File: config.mk
export PLATFORM = sky130hd
export DESIGN_NAME = tick_divider_8_bit
export DESIGN_NICKNAME = d
export VERILOG_FILES = /design/src/rtl/tick_divider_8_bit.sv
export SDC_FILE = /design/constraint.sdc
export NUM_CORES = 1
export LEC_CHECK = 0
export ABC_AREA = 0
export BUFFER_PORTS_ARGS = -buffer_cell sky130_fd_sc_hd__buf_2
export CORE_MARGIN = 4
export CORE_UTILIZATION = 56
export DETAILED_ROUTE_END_ITERATION = 16
export PLACE_DENSITY = 0.84
export SETUP_SLACK_MARGIN = 0.2
export SYNTH_ARGS = -nofsm -noshare
export SYNTH_HDL_FRONTEND = slang
export SYNTH_SLANG_ARGS = --single-unit
export TNS_END_PERCENT = 1
File: constraint.sdc
create_clock -name qzt_clk -period 2.75 [get_ports qzt_clk]
set_input_delay 0.275 -clock qzt_clk [delete_from_list [all_inputs] [get_ports qzt_clk]]
set_output_delay 0.275 -clock qzt_clk [all_outputs]
set_load 0.02 [all_outputs]
File: src/rtl/tick_divider_8_bit.sv
// Programmable square-wave tick source: divides qzt_clk by 2*hp with a rising-edge strobe,
// running continuously or for a counted burst of periods.
module tick_divider_8_bit #(
    parameter int WIDTH = 8
) (
    input  logic             qzt_clk,
    input  logic             reset,
    input  logic             load,
    input  logic             enable,
    input  logic [WIDTH-1:0] halfPeriod,
    input  logic [WIDTH-1:0] pulseCount,
    output logic             clk_out,
    output logic             tick,
    output logic             busy,
    output logic             done,
    output logic [WIDTH-1:0] count
);

    typedef enum logic [1:0] {
        IDLE = 2'd0,
        HIGH = 2'd1,
        LOW  = 2'd2
    } state_t;

    localparam logic [WIDTH-1:0] ONE = {{(WIDTH-1){1'b0}}, 1'b1};

    state_t           state_reg;
    logic [WIDTH-1:0] hp_reg;
    logic [WIDTH-1:0] rem_reg;
    logic             armed_reg;
    logic             cont_reg;

    assign busy = (state_reg != IDLE);

    always_ff @(posedge qzt_clk or posedge reset) begin
        if (reset) begin
            state_reg <= IDLE;
            clk_out   <= 1'b0;
            tick      <= 1'b0;
            done      <= 1'b0;
            count     <= '0;
            hp_reg    <= ONE;
            rem_reg   <= '0;
            armed_reg <= 1'b0;
            cont_reg  <= 1'b0;
        end else begin
            tick <= 1'b0;
            done <= 1'b0;
            if (load) begin
                // A zero half-period would never reload, so it is clamped to one cycle.
                hp_reg    <= (halfPeriod == '0) ? ONE : halfPeriod;
                rem_reg   <= pulseCount;
                cont_reg  <= (pulseCount == '0);
                armed_reg <= 1'b1;
                state_reg <= IDLE;
                clk_out   <= 1'b0;
                count     <= '0;
            end else begin
                case (state_reg)
                    IDLE: begin
                        if (enable && armed_reg) begin
                            state_reg <= HIGH;
                            clk_out   <= 1'b1;
                            tick      <= 1'b1;
                            count     <= hp_reg - ONE;
                        end
                    end
                    HIGH: begin
                        if (count != '0) begin
                            count <= count - ONE;
                        end else begin
                            state_reg <= LOW;
                            clk_out   <= 1'b0;
                            count     <= hp_reg - ONE;
                        end
                    end
                    LOW: begin
                        if (count != '0) begin
                            count <= count - ONE;
                        end else if (!cont_reg && rem_reg == ONE) begin
                            rem_reg   <= '0;
                            armed_reg <= 1'b0;
                            state_reg <= IDLE;
                            clk_out   <= 1'b0;
                            done      <= 1'b1;
                        end else if (!enable) begin
                            // Stop only at a period boundary so no phase is ever truncated.
                            state_reg <= IDLE;
                            clk_out   <= 1'b0;
                            if (!cont_reg) rem_reg <= rem_reg - ONE;
                        end else begin
                            if (!cont_reg) rem_reg <= rem_reg - ONE;
                            state_reg <= HIGH;
                            clk_out   <= 1'b1;
                            tick      <= 1'b1;
                            count     <= hp_reg - ONE;
                        end
                    end
                    default: begin
                        state_reg <= IDLE;
                        clk_out   <= 1'b0;
                    end
                endcase
            end
        end
    end

endmodule

==> results.sh, run 1 <==
export IMPL_grt_overflow_total=0
export IMPL_synth_fa_ha_area_share_pct=6.11
export IMPL_power_density_nw_per_um2=976
export IMPL_fin_setup_tns_ns=0
export IMPL_synth_xor_area_share_pct=2.56
export IMPL_die_w_um=68.5
export IMPL_ir_drop_mv=0.544
export IMPL_utilization_pct=67.2
export IMPL_postRouteAntennaNets=0
export IMPL_hold_viol_final=0
export IMPL_place_congestion=0.960
export IMPL_synth_fp_nets=247
export IMPL_status="finished clean"
export IMPL_fin_nets=279
export IMPL_worst_pin_slew_ns=0.505
export IMPL_stdcell_area_um2=2310
export IMPL_muxShareOfSynthArea_pct=7.26
export IMPL_synthSimpleGateAreaFrac_pct=21.6
export IMPL_path_clk_slew_ns=0.06
export IMPL_syn_area_um2=2050
export IMPL_skew_ns=0.00676
export IMPL_postCtsHoldBufs=0
export IMPL_port_buffers=31
export IMPL_max_freq_ghz=0.427
export IMPL_worstSetupStartpointType="register"
export IMPL_drc=0
export IMPL_synth_compound_gate_area_share_pct=19.3
export IMPL_avgViaCountPerCell=5.85
export IMPL_synth_edf_count=0
export IMPL_syn_area_per_cell_um2=9.44
export IMPL_yosysUniqueCellTypes=51
export IMPL_post_drt_wl_per_cell_um=14.9
export IMPL_ctsRootBufferMaster="clkbuf_8"
export IMPL_place_ws_ns=0.412
export IMPL_place_area_um2=2230
export IMPL_dieArea_um2=4690
export IMPL_ys_warn_count=0
export IMPL_antenna_cells=0
export IMPL_drv_slew=0
export IMPL_fin_crit_sh_pct=85.1
export IMPL_grt_max_degree=32
export IMPL_rows=21
export IMPL_core_um2=3440
export IMPL_synth_most_common_cell="dfrtp_1"
export IMPL_multi_input_area_um2=1160
export IMPL_die_h_um=68.5
export IMPL_hold_worst_slack_ns=0.0593
export IMPL_synth_cells=217
export IMPL_reg2reg_slack_ns=0.41
export IMPL_fillers=297
export IMPL_synth_common_cells="dfrtp_1, o21ai_0, inv_1, nand2_1, nor2_1"
export IMPL_post_cts_setup_buffer_count=0
export IMPL_crit_arrival_ns=2.51
export IMPL_start_util_pct=59.5
export IMPL_numCtsBuffers=5
export IMPL_layout_setup_ws_ns=0.409
export IMPL_clock_path_buffers=2
export IMPL_htreeDepth=2
export IMPL_cts_resized=0
export IMPL_antenna_found_initial=0
export IMPL_track_usage_pct=21.0
export IMPL_cts_sinks=31
export IMPL_finalCriticalPeriod_ns=2.34
export IMPL_cp_max_fo=13
export IMPL_p_leak_nw=1.04
export IMPL_syn_to_final_growth_pct=12.8
export IMPL_drv_cap=0
export IMPL_synth_top_cell_by_area="dfrtp_1"
export IMPL_setup_violations=0
export IMPL_cts_tree="yes"
export IMPL_routed_wl_mm=4.41
export IMPL_synth_top_family_by_area="simple AND/OR/NAND/NOR gates"
export IMPL_ys_top_cells_by_area="dfrtp_1, ha_1, o21ai_0"
export IMPL_drive_gt1_share_pct=23.6
export IMPL_dp_hpwl_mm=3.28
export IMPL_critPathKind="register to register"
export IMPL_rsz0062_at_grt="no"
export IMPL_drt_iter0_markers=185
export IMPL_insertion_delay_ns=0.28
export IMPL_maxSlewHeadroom_pct=66.2
export IMPL_grt_pass1_wl_mm=7.41
export IMPL_yosysTopAreaCellShare_pct=36.6
export IMPL_required_ns=2.92
export IMPL_vias=1733
export IMPL_grt_pass1_vias=1631
export IMPL_hold_path_class="input pin to asynchronous set/reset pin"
export IMPL_synth_seq_area_share_pct=37.9
export IMPL_synth_seq_cells=31
export IMPL_end_kind="register"
export IMPL_first_pass_iters=4
export IMPL_async_flop_share_pct=100
export IMPL_synthFlopType="dfrtp_1"
export IMPL_ff_latch_area_um2=777
export IMPL_pin_count=32
per-layer routing:
layer | share of wire, % | global-route usage, % | vias to the layer above
li1 | - | - | 852
met1 | 47 | 28.9 | 814
met2 | 46 | 31.8 | 56
met3 | 5.1 | 3.57 | 11
met4 | 2.1 | 10.2 | 0
met5 | 0 | 0 | -
power breakdown:
| part | switching (W) | total, W | internal, W |
|---|---|---|---|
| Sequential | 0.000137 | 0.000693 | 0.000556 |
| Combinational | 0.000706 | 0.00122 | 0.000513 |
| Clock | 0.000164 | 0.000344 | 0.000179 |
critical path, cell delays in order (launching register included):
cell and delay (ns):
dfrtp_1 0.44, inv_1 0.11, ha_1 0.21, or4b_4 0.55, nor2_1 0.16, a211o_1 0.43, mux2i_1 0.25, nor2_1 0.06
per-stage QoR:
stage / total power, W / std cells
4_1_cts: 0.00225 / 296
5_1_grt: 0.00243 / 296
6_report: 0.00226 / 296
2_1_floorplan: 0.00167 / 217
3_5_place_dp: 0.00191 / 288
3_3_place_gp: 0.00188 / 288
cell families after synthesis:
| group | count (synthesis) |
|---|---|
| and+or+nand+nor | 76 |
| AOI/OAI and AO/OA | 56 |
| DFF | 31 |
| buffers and inverters | 24 |
| muxes | 14 |
| adders and majority gates | 10 |
| xor gates and xnor gates | 6 |
worst paths after layout:
path | endpoint | cells past startpoint | from
max in group asynchronous | hp_reg[0] | 3 | reset
setup / recovery | count[0] | 7 | count[0]
min in group qzt_clk | rem_reg[0] | 3 | pulseCount[0]
hold reg to reg | clk_out | 1 | clk_out
hold / removal | count[0] | 3 | reset
setup reg to reg | count[0] | 7 | count[0]
final cells by class:
class	count	share of cell area [%]
Inverter	15	2.44
Sequential cell	31	33.6
Clock buffer	8	3.46
Timing Repair Buffer	34	7.68
Tap cell	46	2.49
Multi-Input combinational cell	162	50.3
placed cells by master, fill, tap and decap left out, types with 2 or more instances in the layout:
cell       n
nand2b_1   4
or4b_4     2
clkbuf_8   5
nor3b_1    3
or2_2      3
inv_1     15
o31ai_1    3
a221o_1    2
nand2_1   15
dfrtp_1   30
xnor2_1    5
nor2b_1    2
a22o_1     2
nor2_1    15
a31oi_1    2
buf_2     31
or3_1      3
or4_1      2
nand3b_1   2
clkbuf_1   3
a21boi_0   4
buf_4      3
nor3_1     9
a21o_1     3
mux2_2     7
o21ai_0   18
a21oi_1    9
ha_1      10
mux2i_1    7
a32oi_1    2
nor4_1     5
nand3_1    5
(Power assumes the default switching activity.)
==> run 2: changes to the inputs <==
- CORE_UTILIZATION: 56 -> 60
- PLACE_DENSITY: 0.84 -> 0.89
- clock period: 2.75 -> 3 ns (I/O delays scaled with it)
==> run 2 against run 1 <==
Effect of this change:
- worst hold slack got worse by 0.040 ns
- sequential share of layout area increased by 0.31 points
- combinational power decreased by 9%
- final area decreased by 0.92%
- sequential power decreased by 7.1%
- non-clock buffer count decreased by 1
- critical path depth unchanged
- core utilization increased by 5.5 points
- maximum frequency decreased by 2.0%
- clock power decreased by 17%
- critical endpoint is now count[4]
==> results.sh, run 2 (synthesis gave the netlist of run 1 again) <==
export IMPL_post_drt_wl_per_cell_um=15.3
export IMPL_p_clk_share_pct=13.9
export IMPL_sequentialPowerShare_pct=31.5
export IMPL_swShare_pct=45.6
export IMPL_postRouteAntennaNets=0
export IMPL_finalCriticalPeriod_ns=2.39
export IMPL_ctsRootBufferMaster="clkbuf_4"
export IMPL_vias=1745
export IMPL_utilization_pct=72.7
export IMPL_fin_setup_tns_ns=0
export IMPL_rows=20
export IMPL_drc=0
export IMPL_post_cts_setup_buffer_count=0
export IMPL_path_clk_slew_ns=0.10
export IMPL_rsz0062_at_grt="no"
export IMPL_status="finished clean"
export IMPL_p_sw_w=0.000932
export IMPL_multi_input_area_um2=1160
export IMPL_insertion_delay_ns=0.35
export IMPL_drt_iter0_markers=165
export IMPL_worstSetupStartpointType="register"
export IMPL_die_w_um=66.4
export IMPL_ir_drop_mv=0.414
export IMPL_die_h_um=66.4
export IMPL_hold_viol_final=0
export IMPL_port_buffers=31
export IMPL_r2r_start="count[0]"
export IMPL_cts_tree="yes"
export IMPL_grt_pass1_wl_mm=7.60
export IMPL_syn_to_final_growth_pct=11.8
export IMPL_grt_max_degree=32
export IMPL_p_leak_nw=1.03
export IMPL_htreeDepth=2
export IMPL_required_ns=3.21
export IMPL_combPwrFrac_pct=54.5
export IMPL_ff_latch_area_um2=777
export IMPL_pin_count=32
export IMPL_setup_violations=0
export IMPL_drv_slew=0
export IMPL_fin_nets=278
export IMPL_layout_commonest_cell="buf_2"
export IMPL_core_um2=3150
export IMPL_reg2reg_slack_ns=0.61
export IMPL_dp_cells=285
export IMPL_cts_sinks=31
export IMPL_numCtsBuffers=5
export IMPL_clock_path_buffers=2
export IMPL_drv_cap=0
export IMPL_antenna_found_initial=0
export IMPL_most_common_layout_cells="buf_2, dfrtp_1, o21ai_0"
export IMPL_critPathKind="register to register"
export IMPL_crit_arrival_ns=2.60
export IMPL_grt_pass1_vias=1654
export IMPL_postCtsHoldBufs=0
export IMPL_drive_gt1_share_pct=24.1
export IMPL_finalNonFillerCells=293
export IMPL_r2r_end="count[4]"
export IMPL_routed_wl_mm=4.48
export IMPL_critPathCapture="count[4]"
export IMPL_max_freq_ghz=0.418
export IMPL_cts_resized=0
export IMPL_p_int_w=0.00111
export IMPL_fillers=249
export IMPL_first_pass_iters=4
export IMPL_place_congestion=0.881
export IMPL_fin_crit_sh_pct=79.7
export IMPL_dp_hpwl_mm=3.25
export IMPL_skew_ns=0.0102
export IMPL_antenna_cells=0
export IMPL_maxSlewHeadroom_pct=65.4
export IMPL_worst_pin_slew_ns=0.519
export IMPL_worstSetupStartpoint="count[0]"
export IMPL_cp_max_fo=13
export IMPL_grt_overflow_total=0
export IMPL_power_density_nw_per_um2=892
export IMPL_hold_path_class="input pin to asynchronous set/reset pin"
export IMPL_avgViaCountPerCell=5.96
export IMPL_reg2reg_depth=7
export IMPL_end_kind="register"
export IMPL_dieArea_um2=4410
export IMPL_track_usage_pct=22.8
export IMPL_start_util_pct=65.0
[run 2: cell types whose count changed in the layout (fill, tap and decap cells not counted)]
| cell | previous run | this run |
|---|---|---|
| buf_4 | 3 | 2 |
| clkbuf_8 | 5 | 2 |
| clkbuf_4 | 0 | 5 |
| clkbuf_1 | 3 | 1 |
[run 2: cell type report]
class                      count  share of cell area [%]
clock buffer                   8                    3.00
sequential                    31                    33.9
multi-input combinational    162                    50.8
inverter                      15                    2.46
tap                           44                    2.40
timing repair buffer          33                    7.43
[run 2: worst min-delay path by stage]
stage / start / endpoint / slack (ns) / depth (start not counted)
after detailed placement: reset / hp_reg[4] / 0.41 / 3
after floorplan: reset / armed_reg / 0.40 / 1
after global placement: reset / hp_reg[4] / 0.40 / 3
final: reset / count[1] / 0.02 / 3
after CTS: reset / count[2] / 0.03 / 3
after global routing: reset / count[7] / 0.05 / 3
[run 2: worst max-delay path, cell delays in order (launching register included)]
cell	delay, ns
dfrtp_1	0.45
inv_1	0.12
ha_1	0.22
or4b_4	0.55
nor2_1	0.15
a211o_1	0.44
mux2i_1	0.26
nor2_1	0.06
[run 2: routing by layer]
layer	global-route usage, %	vias to the layer above	routed length [um]
li1	-	852	-
met1	30.0	826	2050
met2	36.4	60	2120
met3	5.61	7	255
met4	8.12	0	52
met5	0	-	0
[run 2: power groups by stage]
stage	clock, W	sequential [W]	combinational (W)
floorplan	0	0.000679	0.000852
global placement	0	0.000645	0.00106
detailed placement	0	0.000652	0.00110
CTS	0.000290	0.000643	0.00111
global route	0.000313	0.000663	0.00122
finish	0.000285	0.000644	0.00111
[run 2: metrics by stage]
stage	hold WS, ns	instance area [um2]	worst slack (ns)	total power, W
3_5_place_dp	0.406	2220	0.645	0.00175
2_1_floorplan	0.403	2050	0.750	0.00153
4_1_cts	0.0311	2290	0.615	0.00204
5_1_grt	0.0495	2290	0.466	0.00219
3_3_place_gp	0.401	2220	0.697	0.00170
6_report	0.0191	2290	0.610	0.00204
==> run 3: changes to the inputs <==
- CORE_UTILIZATION: 60 -> 56
- PLACE_DENSITY: 0.89 -> 0.84
- clock period: 3 -> 2.3 ns (I/O delays scaled with it)
==> run 3 against run 2 <==
Effect of this change:
- via count rose by 4.4%
- clock power rose by 52%
- maximum frequency rose by 10%
- sequential share of layout area fell by 3.3 points
- total power rose by 56%
- wire length rose by 10%
- combinational power rose by 73%
- sequential power rose by 31%
- clock-buffer cell count fell by 3
- worst setup slack got worse by 0.48 ns
- register-to-register slack got worse by 0.48 ns
- first-iteration DRC count rose by 1.2%
- critical path type unchanged
==> results.sh, run 3 (synthesis gave the netlist of run 1 again) <==
export IMPL_cp_max_fo=7
export IMPL_die_w_um=68.5
export IMPL_htreeDepth=2
export IMPL_fin_setup_tns_ns=0
export IMPL_maxSlewHeadroom_pct=53.4
export IMPL_antenna_cells=0
export IMPL_place_congestion=0.880
export IMPL_port_buffers=31
export IMPL_worstSetupStartpointType="register"
export IMPL_end_kind="register"
export IMPL_critPathKind="register to register"
export IMPL_drv_cap=0
export IMPL_avgViaCountPerCell=5.84
export IMPL_drc=0
export IMPL_ctsRootBufferMaster="clkbuf_8"
export IMPL_p_int_w=0.00180
export IMPL_reg2reg_slack_ns=0.13
export IMPL_track_usage_pct=21.7
export IMPL_vias=1822
export IMPL_swShare_pct=43.7
export IMPL_layout_setup_ws_ns=0.135
export IMPL_rsz0062_at_grt="yes"
export IMPL_p_sw_w=0.00140
export IMPL_fin_crit_sh_pct=94.1
export IMPL_fillers=254
export IMPL_fin_nets=295
export IMPL_pin_count=32
export IMPL_antenna_found_initial=0
export IMPL_drv_slew=0
export IMPL_path_clk_slew_ns=0.07
export IMPL_most_common_layout_cells="buf_2, dfrtp_1, o21ai_0, buf_4, nand2_1"
export IMPL_setup_violations=0
export IMPL_routed_wl_mm=4.94
export IMPL_post_drt_wl_per_cell_um=15.8
export IMPL_skew_ns=0.00581
export IMPL_layout_commonest_cell="buf_2"
export IMPL_start_util_pct=59.5
export IMPL_dp_hpwl_mm=3.23
export IMPL_cts_tree="yes"
export IMPL_grt_pass1_wl_mm=7.60
export IMPL_hold_worst_slack_ns=0.0408
export IMPL_postRouteAntennaNets=0
export IMPL_place_ws_ns=0.132
export IMPL_grt_pass1_vias=1620
export IMPL_ir_drop_mv=0.658
export IMPL_clock_path_buffers=2
export IMPL_grt_overflow_total=0
export IMPL_cts_sinks=31
export IMPL_insertion_delay_ns=0.29
export IMPL_numCtsBuffers=5
export IMPL_sequentialPowerShare_pct=26.4
export IMPL_dieArea_um2=4690
export IMPL_postCtsHoldBufs=0
export IMPL_hold_viol_final=0
export IMPL_crit_arrival_ns=2.33
export IMPL_first_pass_iters=5
export IMPL_crit_chain="inv_2, ha_4, or4b_4, nor4_4, buf_4, a21boi_1, o21ai_1"
export IMPL_finalCriticalPeriod_ns=2.17
export IMPL_required_ns=2.47
export IMPL_hold_path_class="input pin to asynchronous set/reset pin"
export IMPL_crit_slowest_cell="or4b_4"
export IMPL_power_density_nw_per_um2=1250
export IMPL_p_leak_nw=1.13
export IMPL_drive_gt1_share_pct=35.3
export IMPL_syn_to_final_growth_pct=24.8
export IMPL_max_stage_delay_ns=0.56
export IMPL_status="finished clean"
export IMPL_die_h_um=68.5
export IMPL_grt_max_degree=31
export IMPL_rows=21
export IMPL_max_freq_ghz=0.462
export IMPL_core_um2=3440
export IMPL_drt_iter0_markers=167
export IMPL_worst_pin_slew_ns=0.699
export IMPL_p_clk_share_pct=13.5
export IMPL_combPwrFrac_pct=60.0
[run 3: per-layer routing]
| metal | part of all wire (%) | vias to the layer above | routed length [um] | global-route usage [%] |
|---|---|---|---|---|
| met3 | 6.5 | 8 | 322 | 4.86 |
| met5 | 0 | - | 0 | 0 |
| met2 | 47 | 64 | 2340 | 34.2 |
| li1 | - | 884 | - | - |
| met1 | 45 | 866 | 2210 | 29.5 |
| met4 | 1.3 | 0 | 65 | 6.70 |
[run 3: power by group through the flow]
stage          Sequential (W)  Clock, W  Combinational (W)
2_1_floorplan        0.000893         0            0.00113
3_3_place_gp         0.000828         0            0.00153
5_1_grt              0.000867  0.000461            0.00207
4_1_cts              0.000829  0.000439            0.00158
3_5_place_dp         0.000836         0            0.00155
6_report             0.000845  0.000432            0.00192
[run 3: timing repair]
item                                    4_1_cts  5_1_grt
gates cloned                                  0        1
endpoints found under the setup margin        9       17
resized for setup                             2       20
pin swaps                                     1        8
setup buffers                                 0       10
[run 3: final cells by class]
class / instances / area [um2] / share of cell area, %
Timing Repair Buffer: 50 / 332 / 13.0
Clock buffer: 5 / 68.8 / 2.69
Clock inverter: 3 / 20.0 / 0.783
Inverter: 15 / 56.3 / 2.20
Sequential cell: 31 / 782 / 30.6
Multi-Input combinational cell: 162 / 1240 / 48.5
Tap cell: 46 / 57.6 / 2.25
[run 3: final timing paths]
kind / from / endpoint / cells after the start
setup / recovery: count[0] / rem_reg[7] / 7
hold / removal: reset / hp_reg[4] / 2
setup reg to reg: count[0] / rem_reg[7] / 7
hold reg to reg: clk_out / clk_out / 1
max in group asynchronous: reset / state_reg[1] / 3
min in group qzt_clk: pulseCount[1] / rem_reg[1] / 3
[run 3: metrics by stage]
step / cell area, um2 / total power (W) / utilization [%] / std cells
3_3_place_gp: 2300 / 0.00236 / 66.7 / 293
3_5_place_dp: 2300 / 0.00239 / 66.7 / 293
5_1_grt: 2560 / 0.00340 / 74.3 / 312
4_1_cts: 2390 / 0.00285 / 69.5 / 301
6_report: 2560 / 0.00320 / 74.3 / 312
2_1_floorplan: 2060 / 0.00203 / - / 217
[run 3: critical path: cells and delay by family, from the launching register on]
family | cells | cell delay (ns)
fa+ha+maj | 1 | 0.15
buf+inv | 2 | 0.27
flops | 1 | 0.46
simple gates | 2 | 0.93
compound gates | 2 | 0.23
